--- config.mk ---
export PLATFORM = sky130hd
export DESIGN_NAME = wb_stage_ext_flat
export DESIGN_NICKNAME = d
export VERILOG_FILES = /design/src/rtl/wb_stage_ext_if.sv /design/src/rtl/wb_stage_ext.sv /design/src/flat_wrapper.sv
export SDC_FILE = /design/constraint.sdc
export NUM_CORES = 1
export LEC_CHECK = 0
export CORE_ASPECT_RATIO = 1.4
export CORE_MARGIN = 2
export CORE_UTILIZATION = 40
export CTS_CLUSTER_DIAMETER = 150
export DETAILED_ROUTE_END_ITERATION = 10
export PLACE_DENSITY_LB_ADDON = 0.05
export SLEW_MARGIN = 25
export SYNTH_ARGS = -nofsm -noshare
export SYNTH_HDL_FRONTEND = slang
export SYNTH_SLANG_ARGS = --single-unit
--- constraint.sdc ---
create_clock -name clk -period 3.6 [get_ports clk]
set_clock_uncertainty 0.1 [all_clocks]
set_input_delay 0.72 -clock clk [delete_from_list [all_inputs] [get_ports clk]]
set_output_delay 0.72 -clock clk [all_outputs]
set_load 0.01 [all_outputs]
--- src/rtl/wb_stage_ext_if.sv ---
// Writeback-stage bus: MEM/WB pipeline inputs and the register-file write port.
interface wb_stage_ext_if #(
    parameter int unsigned REG_ADDR_W = 5
);
    logic                  in_valid;
    logic                  stall;
    logic                  wb_reg_write;
    logic [1:0]            wb_sel;
    logic [2:0]            ld_type;
    logic [1:0]            byte_off;
    logic [31:0]           read_data;
    logic [31:0]           alu_result;
    logic [31:0]           link_pc;
    logic [REG_ADDR_W-1:0] dest_reg;
    logic                  reg_write;
    logic [REG_ADDR_W-1:0] write_register;
    logic [31:0]           write_data_reg;

    // Pipeline side: drives the instruction, observes the register-file port.
    modport master (
        output in_valid, stall, wb_reg_write, wb_sel, ld_type, byte_off,
               read_data, alu_result, link_pc, dest_reg,
        input  reg_write, write_register, write_data_reg
    );

    // Writeback stage side.
    modport slave (
        input  in_valid, stall, wb_reg_write, wb_sel, ld_type, byte_off,
               read_data, alu_result, link_pc, dest_reg,
        output reg_write, write_register, write_data_reg
    );
endinterface

--- src/rtl/wb_stage_ext.sv ---
// MIPS writeback stage: result select, sub-word load alignment, registered
// register-file write port, retired-instruction counter and misalign debug flag.
module wb_stage_ext #(
    parameter int unsigned REG_ADDR_W  = 5,
    parameter int unsigned CNT_W       = 32,
    parameter bit          BIG_ENDIAN  = 1'b1,
    parameter bit          ZERO_REG_EN = 1'b1
) (
    input  logic                  clk,
    input  logic                  rst,
    wb_stage_ext_if.slave         bus,
    output logic [CNT_W-1:0]      retired_count,
    output logic                  misalign_err,
    output logic [REG_ADDR_W-1:0] misalign_reg
);
    typedef enum logic [2:0] {
        LD_W  = 3'd0,
        LD_B  = 3'd1,
        LD_BU = 3'd2,
        LD_H  = 3'd3,
        LD_HU = 3'd4
    } ld_type_e;

    typedef enum logic [1:0] {
        SEL_ALU  = 2'd0,
        SEL_MEM  = 2'd1,
        SEL_LINK = 2'd2
    } wb_sel_e;

    localparam logic [CNT_W-1:0] CNT_ONE = {{(CNT_W-1){1'b0}}, 1'b1};

    logic        accept;
    logic        mis;
    logic        is_mem;
    logic        to_zero;
    logic        wr_en_next;
    logic [1:0]  lane;
    logic        half;
    logic [7:0]  ld_byte;
    logic [15:0] ld_half;
    logic [31:0] ld_data;
    logic [31:0] sel_data;

    // Lane selection, load extension, misalignment and write-enable decode.
    always_comb begin
        accept   = bus.in_valid & ~bus.stall;
        is_mem   = (bus.wb_sel == SEL_MEM);
        lane     = BIG_ENDIAN ? ~bus.byte_off : bus.byte_off;
        half     = BIG_ENDIAN ? ~bus.byte_off[1] : bus.byte_off[1];
        ld_byte  = bus.read_data[{lane, 3'b000} +: 8];
        ld_half  = bus.read_data[{half, 4'b0000} +: 16];
        ld_data  = bus.read_data;
        mis      = 1'b0;
        case (bus.ld_type)
            LD_B:    ld_data = {{24{ld_byte[7]}}, ld_byte};
            LD_BU:   ld_data = {24'h0, ld_byte};
            LD_H: begin
                ld_data = {{16{ld_half[15]}}, ld_half};
                mis     = bus.byte_off[0];
            end
            LD_HU: begin
                ld_data = {16'h0, ld_half};
                mis     = bus.byte_off[0];
            end
            default: mis = (bus.byte_off != 2'b00);
        endcase
        mis = mis & is_mem;

        case (bus.wb_sel)
            SEL_MEM:  sel_data = ld_data;
            SEL_LINK: sel_data = bus.link_pc;
            default:  sel_data = bus.alu_result;
        endcase

        to_zero    = ZERO_REG_EN && (bus.dest_reg == '0);
        wr_en_next = bus.wb_reg_write & ~mis & ~to_zero;
    end

    // Output register: update on accept, otherwise drop the write enable and hold.
    always_ff @(posedge clk) begin
        if (rst) begin
            bus.reg_write      <= 1'b0;
            bus.write_register <= '0;
            bus.write_data_reg <= '0;
            retired_count      <= '0;
            misalign_err       <= 1'b0;
            misalign_reg       <= '0;
        end else if (accept) begin
            bus.reg_write      <= wr_en_next;
            bus.write_register <= bus.dest_reg;
            bus.write_data_reg <= sel_data;
            retired_count      <= retired_count + CNT_ONE;
            if (mis && !misalign_err) begin
                misalign_err <= 1'b1;
                misalign_reg <= bus.dest_reg;
            end
        end else begin
            bus.reg_write <= 1'b0;
        end
    end
endmodule

--- src/flat_wrapper.sv ---
// flat-port wrapper written by rule: the top's interface ports become plain ports
module wb_stage_ext_flat 
#(
    parameter int unsigned REG_ADDR_W  = 5,
    parameter int unsigned CNT_W       = 32,
    parameter bit          BIG_ENDIAN  = 1'b1,
    parameter bit          ZERO_REG_EN = 1'b1
)
  (clk, rst, retired_count, misalign_err, misalign_reg, bus_in_valid, bus_stall, bus_wb_reg_write, bus_wb_sel, bus_ld_type, bus_byte_off, bus_read_data, bus_alu_result, bus_link_pc, bus_dest_reg, bus_reg_write, bus_write_register, bus_write_data_reg);
  wb_stage_ext_if #(.REG_ADDR_W(REG_ADDR_W)) bus_i ();
  input  logic clk;
  input  logic rst;
  output logic [CNT_W-1:0] retired_count;
  output logic misalign_err;
  output logic [REG_ADDR_W-1:0] misalign_reg;
  input wire logic [$bits(bus_i.in_valid)-1:0] bus_in_valid;
  input wire logic [$bits(bus_i.stall)-1:0] bus_stall;
  input wire logic [$bits(bus_i.wb_reg_write)-1:0] bus_wb_reg_write;
  input wire logic [$bits(bus_i.wb_sel)-1:0] bus_wb_sel;
  input wire logic [$bits(bus_i.ld_type)-1:0] bus_ld_type;
  input wire logic [$bits(bus_i.byte_off)-1:0] bus_byte_off;
  input wire logic [$bits(bus_i.read_data)-1:0] bus_read_data;
  input wire logic [$bits(bus_i.alu_result)-1:0] bus_alu_result;
  input wire logic [$bits(bus_i.link_pc)-1:0] bus_link_pc;
  input wire logic [$bits(bus_i.dest_reg)-1:0] bus_dest_reg;
  output wire logic [$bits(bus_i.reg_write)-1:0] bus_reg_write;
  output wire logic [$bits(bus_i.write_register)-1:0] bus_write_register;
  output wire logic [$bits(bus_i.write_data_reg)-1:0] bus_write_data_reg;
  assign bus_i.in_valid = bus_in_valid;
  assign bus_i.stall = bus_stall;
  assign bus_i.wb_reg_write = bus_wb_reg_write;
  assign bus_i.wb_sel = bus_wb_sel;
  assign bus_i.ld_type = bus_ld_type;
  assign bus_i.byte_off = bus_byte_off;
  assign bus_i.read_data = bus_read_data;
  assign bus_i.alu_result = bus_alu_result;
  assign bus_i.link_pc = bus_link_pc;
  assign bus_i.dest_reg = bus_dest_reg;
  assign bus_reg_write = bus_i.reg_write;
  assign bus_write_register = bus_i.write_register;
  assign bus_write_data_reg = bus_i.write_data_reg;
  wb_stage_ext #(.REG_ADDR_W(REG_ADDR_W), .CNT_W(CNT_W), .BIG_ENDIAN(BIG_ENDIAN), .ZERO_REG_EN(ZERO_REG_EN)) u_core (.clk(clk), .rst(rst), .bus(bus_i), .retired_count(retired_count), .misalign_err(misalign_err), .misalign_reg(misalign_reg));
endmodule
== Word-level counts from Yosys, hierarchy flattened ==
Index checks and enable logic that the tools add are counted.

* Register bits after elaboration: 76
* Input bits: 113
* Output and inout port bits: 76

* Add/subtract/negate cells: 1
* Equality and inequality tests: 6
* Shift-type cells: 2
* Multiplexer cells: 3
* Bitwise logic cells: 10
* Reductions and logical operators: 8

{| class="wikitable"
|+ Operators by type and width
! kind !! count
|-
| case mux 32 bit (4 select lines) || 1
|-
| case mux 32 bit (2 select lines) || 1
|-
| adder 32 x 1 -> 32 bit (second input constant) || 1
|-
| indexed part select 32 x 6 -> 16 bit || 1
|-
| indexed part select 32 x 6 -> 8 bit || 1
|-
| == test 3 x 2 -> 1 bit (second input constant) || 2
|-
| OR reduction 2 bit || 3
|-
| zero test 5 bit || 1
|-
| inverter 1 bit || 5
|-
| bitwise AND 1 bit || 4
|-
| == test 3 x 1 -> 1 bit (second input constant) || 1
|-
| == test 3 bit (second input constant) || 1
|-
| == test 2 x 1 -> 1 bit (second input constant) || 1
|-
| == test 2 bit (second input constant) || 1
|-
| inverter 2 bit || 1
|-
| case mux 1 bit (2 select lines) || 1
|-
| AND reduction 2 bit || 1
|-
| nonzero test 2 bit || 1
|-
| logical AND 1 bit || 1
|-
| zero test 1 bit || 1
|}

== Logic depth before layout (Yosys ltp) ==
* Depth after elaboration: 7
* Mapped depth: 8
* Mapped depth without buffers: 6

== Least setup slack after synthesis ==
No wires, ideal clock.

* Kind: in2reg
* Start: input port bus_byte_off[0]
* End: register u_core.bus.write_data_reg[20]
* Setup time: 0.131 ns
* Arrival: 1.976 ns
* Data required time: 3.369 ns
* Path slack: 1.393 ns
* Stages on the path: 6
* Path buffers: 1
* Cell sequence: mux4_2 a2bb2oi_2 o221ai_4 buf_6 o21a_1 nor3_2

* Word-level cells in the longest chain between the ends: 4

{| class="wikitable"
|+ RTL lines
! element !! RTL line !! RTL
|-
| start, declared || flat_wrapper.sv:21 || <nowiki>input wire logic [$bits(bus_i.byte_off)-1:0] bus_byte_off;</nowiki>
|-
| inverter 2 bit || wb_stage_ext.sv:48 || <nowiki>lane = BIG_ENDIAN ? ~bus.byte_off : bus.byte_off;</nowiki>
|-
| indexed part select 32 x 6 -> 8 bit || wb_stage_ext.sv:50 || <nowiki>ld_byte = bus.read_data[{lane, 3'b000} +: 8];</nowiki>
|-
| case mux 32 bit (4 select lines) || wb_stage_ext.sv:54 || <nowiki>case (bus.ld_type)</nowiki>
|-
| case mux 32 bit (2 select lines) || wb_stage_ext.sv:69 || <nowiki>case (bus.wb_sel)</nowiki>
|-
| end signal, assigned || wb_stage_ext.sv:91 || <nowiki>bus.write_data_reg <= sel_data;</nowiki>
|-
| end, declared || wb_stage_ext_if.sv:30 || <nowiki>output reg_write, write_register, write_data_reg</nowiki>
|}

Every way passes these cells.
A chain may end at the register's enable or synchronous reset.

== Worst setup path in the final report ==
* Start: input port bus_ld_type[1]
* End: register u_core.bus.write_data_reg[13]

* Word-level cells in the longest chain between the ends: 3
* Elaborated cells on any way between the ends: 6

{| class="wikitable"
|+ RTL lines
! element !! RTL line !! RTL
|-
| start, declared || flat_wrapper.sv:20 || <nowiki>input wire logic [$bits(bus_i.ld_type)-1:0] bus_ld_type;</nowiki>
|-
| == test 3 bit (tied with other cells) || wb_stage_ext.sv:54 ||
|-
| case mux 32 bit (4 select lines) (*) || wb_stage_ext.sv:54 ||
|-
| case mux 32 bit (2 select lines) (*) || wb_stage_ext.sv:69 ||
|}

Mark *: on every way between the ends. The rest lies on a longest branch, timed or not.

==> out/results.ini <==
[min_path]
hold_path_class=reg2reg

[worst_setup_path]
worst_setup_path_start_kind=primary input
required_ps=3740
worstSetupPathType=in2reg
crit_chain=clkdlybuf4s50_1 > o21bai_1 > and3_1 > a221oi_1 > a211oi_1
crit_path_max_incr_delay_ps=740
crit_family=compound AO/OA/AOI/OAI gates
cp_num_buf_inv=1
slowest_stage=clkdlybuf4s50_1
endpoint_kind=register
cp.arrival_ps=2980
cp_max_fo=15

[drt]
drc=0
antenna_left=0
dr_total_vias=4900
dr.first_iter.drc_count=208
dr.pass1.iters=5
viasPerCell=5.568
wl_per_cell_um=18.57
wl_um=16340

[sta]
hold_ws_ps=351.4
rsz0062_at_grt=false
drv_slew=0
setup_violations=0
fmax_mhz=351.4
slew_headroom_pct=38.99
min_period_ps=2846
setup_tns_ps=0
finalCritPeriodShare_pct=79.05
worstMarginPinSlew_ps=915.1
finalHoldViolCount=0

[layout]
antenna_cells=0
drive_above_1_share_pct=6.929
layout.nets=847
area_growth_pct=48.16
finalNonFillerCells=880
final_core_util_pct=60.12

[job]
maxCapViolCount=0

[synth]
synth.top_cell.area_share_pct=33.41
ys_seq_area_share_pct=33.41
synth_edf_count=0
yosysUniqueCellTypes=53
synth_top_family_by_area=simple AND/OR/NAND/NOR gates
yosysWarnings=0
syn_avg_cell_area_um2=8.047
syn_nets=682
synth-main-ff-cell=dfxtp_1
synth_fa_ha_area_share_pct=0.8242
synth_top_cell_by_area=dfxtp_1
yosys.area_share.simple_pct=27.86
synth_area_um2=4554
synthArstFlopShare_pct=0
synthMuxAreaShare_pct=3.352
ys_top_cells_by_area=dfxtp_1, nor2_1, a21oi_1
synth_seq_cells=76
synth-compound-area-share_pct=22.12
synth_xor_area_share_pct=5.192
netlist_instances=566

[die]
die_h_um=130.3
die_w_um=94.18
row_count=46
start_util_pct=40.58
fp.dieArea_um2=12270
coreArea_um2=11220
ios=189

[grt]
gr-total-overflow=0
grt_pass1_wl_um=25050
grt_max_degree=57
grt_pass1_vias=4856
grt.total_usage_pct=26.35
antenna_found_initial=0

[power]
powerDensity_nw_per_um2=340.8
peakVddDrop_v=0.0002236
power_w=0.002300
power.leakage_nw=2.448

[cts]
clockRootBuffer=clkbuf_16
cts_repair_resize_count=0
clk_latency_ps=340
clk_pin_slew_ps=60
cts-buffers-inserted=9
post_cts_buffers=0
htreeDepth=3
clockBufferDepth=2
postCtsHoldBufs=0
cts.sinks=76
cts_tree=built

[placed_design]
place_hpwl_um=12310
port_buffers=188
gp_congestion=0.9599
dp.cells=864

[outcome]
run_status=complete, no violations

[per-layer routing]
metal | routed length [um] | track usage (%) | up-vias | part of all wire (%)
met3 | 1263 | 6.351 | 37 | 7.7
met5 | 0 | 0 | - | 0
met2 | 8284 | 46.76 | 199 | 51
li1 | - | - | 2361 | -
met1 | 6142 | 29.75 | 2303 | 38
met4 | 650 | 11.76 | 0 | 4.0
[stage by stage]
stage | cell area, um^2 | setup WS, ps
final | 6748 | 754.3
after global routing | 6748 | 647.0
after detailed placement | 6446 | 513.8
after global placement | 6446 | 587.1
after CTS | 6748 | 836.4
after floorplan | 4554 | 1393
[area by class of cell]
| type | instances | area, um^2 |
|---|---|---|
| fill | 1060 | 4476 |
| multi-input combinational | 428 | 2710 |
| timing repair buffer | 202 | 1982 |
| sequential | 76 | 1521 |
| clock buffer | 10 | 229.0 |
| tap | 144 | 180.2 |
| clock inverter | 6 | 72.57 |
| inverter | 14 | 52.55 |
[cell families after synthesis]
logic type	Yosys count
adders and majority gates	3
DFF	76
xor gates and xnor gates	27
muxes	14
buffers and inverters	62
AOI/OAI and AO/OA	164
and+or+nand+nor	220
[synth_stat cells, drive strengths merged (2+ instances only)]
| library cell | n |
|---|---|
| a211oi | 8 |
| a21oi | 50 |
| a221oi | 8 |
| a22o | 7 |
| a31oi | 8 |
| and2 | 2 |
| and3 | 7 |
| and4 | 3 |
| buf | 24 |
| clkbuf | 22 |
| dfxtp | 76 |
| dlygate4sd3 | 2 |
| ha | 3 |
| inv | 14 |
| mux2i | 13 |
| nand2 | 24 |
| nand2b | 11 |
| nand3 | 23 |
| nand3b | 24 |
| nand4 | 12 |
| nor2 | 68 |
| nor2b | 2 |
| nor3 | 20 |
| nor3b | 2 |
| nor4 | 8 |
| nor4b | 2 |
| nor4bb | 2 |
| o21a | 16 |
| o21ai | 55 |
| o21bai | 8 |
| or3 | 6 |
| or3b | 2 |
| xnor2 | 6 |
| xor2 | 21 |
[path summary, 6_finish.rpt]
kind	start	to	slack (ps)	cells past startpoint
worst max register to register	u_core.retired_count[10]	u_core.retired_count[20]	1460	5
worst max-delay path	bus_ld_type[1]	u_core.bus.write_data_reg[13]	750	5
worst min-delay path	u_core.bus.write_register[2]	u_core.bus.write_register[2]	350	2
worst min register to register	u_core.bus.write_register[2]	u_core.bus.write_register[2]	350	2
[tightest hold or removal path, stage by stage (launching register included)]
cell,delay [ps]
dfxtp_1,310
nand2_1,50
a21oi_1,50
[placed cells by master (no fill, tap or decap), drive strengths merged, types with 12 or more instances in the layout]
cell	netlist	routed
nand3b	24	24
o21ai	55	55
clkdlybuf4s50	0	187
a21oi	50	50
mux2i	13	13
o21a	16	16
nand3	23	23
xor2	21	21
nand2	24	24
buf	24	15
nor3	20	20
nand4	12	12
inv	14	16
nor2	68	68
dfxtp	76	76
[where the power goes]
| part | leakage, nW | switching (W) | total [W] | internal (W) |
|---|---|---|---|---|
| clock | 0.144 | 0.000393 | 0.000939 | 0.000545 |
| sequential | 0.619 | 0.0000160 | 0.000888 | 0.000872 |
| combinational | 1.69 | 0.000227 | 0.000474 | 0.000247 |
Note: power is estimated with default switching activity, not from simulation.
